## src/rtl/operand_fetch.sv

```systemverilog
// Operand-fetch stage: 32 x WIDTH register file (X31 reads zero) feeding a single
// registered output slot for the ALU. Define OPERAND_FETCH_BYPASS_EN to forward BusW on same-cycle hazards.
module operand_fetch #(
  parameter int WIDTH = 64,
  parameter int NREGS = 32
) (
  input  logic             Clk,
  input  logic             ResetL,
  input  logic             InValid,
  output logic             InReady,
  input  logic [4:0]       RA,
  input  logic [4:0]       RB,
  input  logic             UseImm,
  input  logic [WIDTH-1:0] Imm,
  input  logic [3:0]       ALUCtrlIn,
  input  logic             RegWr,
  input  logic [4:0]       RW,
  input  logic [WIDTH-1:0] BusW,
  output logic             OutValid,
  input  logic             OutReady,
  output logic [WIDTH-1:0] BusA,
  output logic [WIDTH-1:0] BusB,
  output logic [3:0]       ALUCtrl
);

  localparam logic [4:0] ZeroReg = 5'(NREGS - 1);

  logic [WIDTH-1:0] regFile [NREGS-1];
  logic [WIDTH-1:0] opA;
  logic [WIDTH-1:0] opB;
  logic             accept;

  // NOTE: the register file is reset explicitly because reset must clear all
  // architectural state; this forces flops rather than a RAM macro.
  always_ff @(posedge Clk or negedge ResetL) begin
    if (!ResetL) begin
      for (int i = 0; i < NREGS - 1; i++) regFile[i] <= '0;
    end else if (RegWr && RW != ZeroReg) begin
      regFile[RW] <= BusW;
    end
  end

  always_comb begin
    // NOTE: every variable gets a default first so no path infers a latch.
    opA = '0;
    opB = Imm;
    if (RA != ZeroReg) opA = regFile[RA];
    if (!UseImm) begin
      opB = '0;
      if (RB != ZeroReg) opB = regFile[RB];
    end
`ifdef OPERAND_FETCH_BYPASS_EN
    if (RegWr && RW != ZeroReg) begin
      if (RW == RA) opA = BusW;
      if (!UseImm && RW == RB) opB = BusW;
    end
`endif
  end

  assign InReady = !OutValid || OutReady;
  assign accept  = InValid && InReady;

  // Operands are a snapshot taken at accept; they only move on the next accept.
  always_ff @(posedge Clk or negedge ResetL) begin
    if (!ResetL) begin
      OutValid <= 1'b0;
      BusA     <= '0;
      BusB     <= '0;
      ALUCtrl  <= '0;
    end else if (accept) begin
      OutValid <= 1'b1;
      BusA     <= opA;
      BusB     <= opB;
      ALUCtrl  <= ALUCtrlIn;
    end else if (OutReady) begin
      OutValid <= 1'b0;
    end
  end

endmodule
```

## config.mk

```make
export PLATFORM = sky130hd
export DESIGN_NAME = operand_fetch
export DESIGN_NICKNAME = d
export VERILOG_FILES = /design/src/rtl/operand_fetch.sv
export SDC_FILE = /design/constraint.sdc
export NUM_CORES = 2
export LEC_CHECK = 0
export BUFFER_PORTS_ARGS = -buffer_cell sky130_fd_sc_hd__buf_2
export CAP_MARGIN = 20
export CORE_UTILIZATION = 45
export DETAILED_ROUTE_END_ITERATION = 16
export PLACE_DENSITY = 0.58
export SLEW_MARGIN = 20
export SYNTH_ARGS = -nofsm -noshare
export SYNTH_HDL_FRONTEND = slang
export SYNTH_SLANG_ARGS = --single-unit
```

## constraint.sdc

```tcl
create_clock -name Clk -period 2.15 [get_ports Clk]
set_clock_uncertainty 0.1 [all_clocks]
set_input_delay 0.3225 -clock Clk [delete_from_list [all_inputs] [get_ports Clk]]
set_output_delay 0.3225 -clock Clk [all_outputs]
set_load 0.05 [all_outputs]
```

==> results_dict.tcl <==
set metrics [dict create \
    dr.pass1.iters 6 \
    via_per_inst 6.69 \
    startpoint_type "flip-flop" \
    ys.flop_type "dfrtp_1" \
    die-height_um 498 \
    crit_path_end_kind "output port" \
    critPathSlowestCell "dfrtp_1" \
    critPathKind "flip-flop to output port" \
    wl_mm 448 \
    drtIter0Drc 8533 \
    io_pins 287 \
    num_vias 79800 \
    cts_made_buffers 228 \
    yosysUniqueCellTypes 64 \
    grt_pass1_wl_mm 635 \
    yosysTopAreaCell "dfrtp_1" \
    finalSetupViolations 0 \
    synth_fp_nets 7783 \
    core_area_mm2 0.244 \
    synthTopCellsByArea "dfrtp_1 (48%), mux2_2 (19%), mux4_2 (17%), mux2i_1 (2.6%), clkbuf_1 (1.6%)" \
    critical_path_arrival_ps 1720 \
    tightest_slew_ps 1050 \
    fmax_ghz 0.467 \
    async_flop_share 1.00 \
    fin_crit_sh 0.997 \
    grt_setup_unrepaired "no" \
    grt_pass1_vias 81100 \
    yosysTopAreaCellShare 0.478 \
    fin_nets 8661 \
    clock_path_buffers 3 \
    die_area_mm2 0.248 \
    syn2layout_area_growth_pct 21.9 \
    post-place-ws_ps -742 \
    clock_latency_ps 900 \
    dieWidth_um 498 \
    finalSetupTns_ps 0 \
    track_usage 0.360 \
    cellPowerDensity_mw_per_mm2 919 \
    gp_congestion 0.939 \
    vdd_drop_max_v 0.000940 \
    timing.final.ws_setup_ps 6.47 \
    ant_nets 0 \
    place_hpwl_mm 309 \
    h-tree-depth 4 \
    drc 0 \
    min_path_type "input pin to flip-flop" \
    p_leak_uw 0.0593 \
    layout-drive-gt1-share 0.528 \
    synth.avg_cell_area_um2 14.5 \
    wl_per_cell_um 37.5 \
    fin_util 0.553 \
    ys_warn_count 0 \
    synth-seq-area-share 0.478 \
    slew_violations 0 \
    syn_inst 7630 \
    root_buffer "clkbuf_16" \
    hold_viol 0 \
    path_delay_family "flip-flops" \
    whs_ps 38.6 \
    grt_max_degree 85 \
    max_stage_delay_ps 440 \
    dpl_cell_area_mm2 0.125 \
    seqCellArea_mm2 0.0530 \
    fillCellCount 19500 \
    cts_sinks 2117 \
    crit_required_ps 1730 \
    rows 181 \
    critPathMaxFanout 2 \
    globalRouteOverflowTotal 0 \
    io_buffers 286 \
    status "complete, no violations" \
    slew_headroom 0.298 \
    synth-seq-cells 2117 \
    fin_crit_ps 2140 \
    antenna_found_initial 33 \
    multi_input_area_mm2 0.0543 \
    netlist_area_mm2 0.111 \
    drv_cap 0 \
    synth_edf_count 0 \
    path_buf_inv 1 \
    tritoncts "built" \
    final_area_mm2 0.135 \
    initial_utilization 0.454 \
    path_cells "buf_2" \
    clkSlewWorstSetupHoldPaths_ps 60 \
]
[worst paths after layout]
path                              end  cells after the start  slack [ps]    startpoint
max                          BusA[12]                      1           6      BusA[12]
min                        ALUCtrl[0]                      4          40  ALUCtrlIn[0]
max reg2reg                  BusB[55]                      9           6      OutValid
min reg2reg                ALUCtrl[3]                      2         380    ALUCtrl[3]
max in group asynchronous    BusA[13]                      3         870        ResetL
min in group asynchronous     BusA[6]                      3         120        ResetL
[cell usage after synthesis (17+ instances only)]
master,count
a311oi_1,30
buf_4,36
clkbuf_1,459
mux2i_1,293
o21ai_0,46
a22oi_1,73
mux2_2,1904
dfrtp_1,2117
nor2_1,119
o22ai_1,107
mux4_2,840
o2111ai_1,54
a32oi_1,17
o2bb2ai_1,23
a221oi_1,76
a21oi_1,165
nor3_1,36
buf_2,263
buf_1,22
a2111oi_0,22
mux2_1,130
a211oi_1,46
buf_6,37
o21ai_1,47
a2bb2oi_1,21
a22o_1,57
nand2_1,392
[state kept, by name, indices dropped and copies added (netlist names)]
register	count
ALUCtrl	4
OutValid	1
regFile	1984
BusA	64
BusB	64
[cells by family (layout without fill, tap and decap cells)]
family / count (synthesis) / after routing / synth area share
muxes: 3167 / 3167 / 0.404
and+or+nand+nor: 643 / 643 / 0.0248
buffers and inverters: 828 / 1906 / 0.0352
DFF: 2117 / 2117 / 0.478
AOI/OAI and AO/OA: 875 / 875 / 0.0576
other: 0 / 19 / 0
[per-stage QoR]
| step | total power (µW) | cells |
|---|---|---|
| final | 124000 | 11900 |
| after global routing | 128000 | 11900 |
| after CTS | 124000 | 11900 |
| after detailed placement | 81300 | 11300 |
| after global placement | 80200 | 11300 |
| after floorplan | 70700 | 7630 |
[cell usage in the layout, fill, tap and decap left out, types with 21 or more instances in the layout]
cell,synthesis,layout
nor3_1,36,36
a22oi_1,73,73
o21ai_0,46,46
clkbuf_8,0,67
mux4_2,840,840
a22o_1,57,57
o22ai_1,107,107
dlygate4sd3_1,0,138
a21oi_1,165,161
buf_2,263,210
mux2_1,130,130
dfrtp_1,2117,2076
a311oi_1,30,29
a211oi_1,46,44
clkbuf_1,459,43
nand2_1,392,371
bufinv_16,0,25
buf_4,36,734
o2bb2ai_1,23,23
clkbuf_16,0,231
o21ai_1,47,46
clkinv_2,0,44
o2111ai_1,54,52
a2bb2oi_1,21,21
mux2i_1,293,293
a221oi_1,76,76
nor2_1,119,108
buf_12,2,375
dfrtp_2,0,41
mux2_2,1904,1904
[area by class of cell]
| cell class | instances | area share |
|---|---|---|
| Tap cell | 3202 | 0.0297 |
| Sequential cell | 2117 | 0.393 |
| Multi-Input combinational cell | 4685 | 0.402 |
| Timing Repair Buffer | 1468 | 0.116 |
| Inverter | 8 | 0.000287 |
| Clock inverter | 90 | 0.00860 |
| Clock buffer | 340 | 0.0507 |
| Antenna cell | 19 | 0.000352 |
[power by group]
part / internal (µW) / switching (µW) / total (µW)
clock network: 24900 / 17300 / 42200
registers: 47700 / 6590 / 54200
logic: 15100 / 12400 / 27500
[metal layers]
metal / vias to the layer above / part of all wire / GRT usage
li1: 31300 / - / -
met1: 43200 / 0.39 / 0.476
met2: 4260 / 0.45 / 0.548
met3: 1126 / 0.088 / 0.0827
met4: 26 / 0.065 / 0.205
met5: - / 0.00036 / 0
[repair_timing]
| item | 4_1_cts | 5_1_grt |
|---|---|---|
| hold buffers | 138 | 0 |
| pin swaps | 0 | 1 |
| resized for setup | 119 | 10 |
| endpoints found under the setup margin | 80 | 25 |
| setup buffers | 4 | 0 |
| hold endpoints to repair | 3793 | 0 |
(Power assumes the default switching activity.)
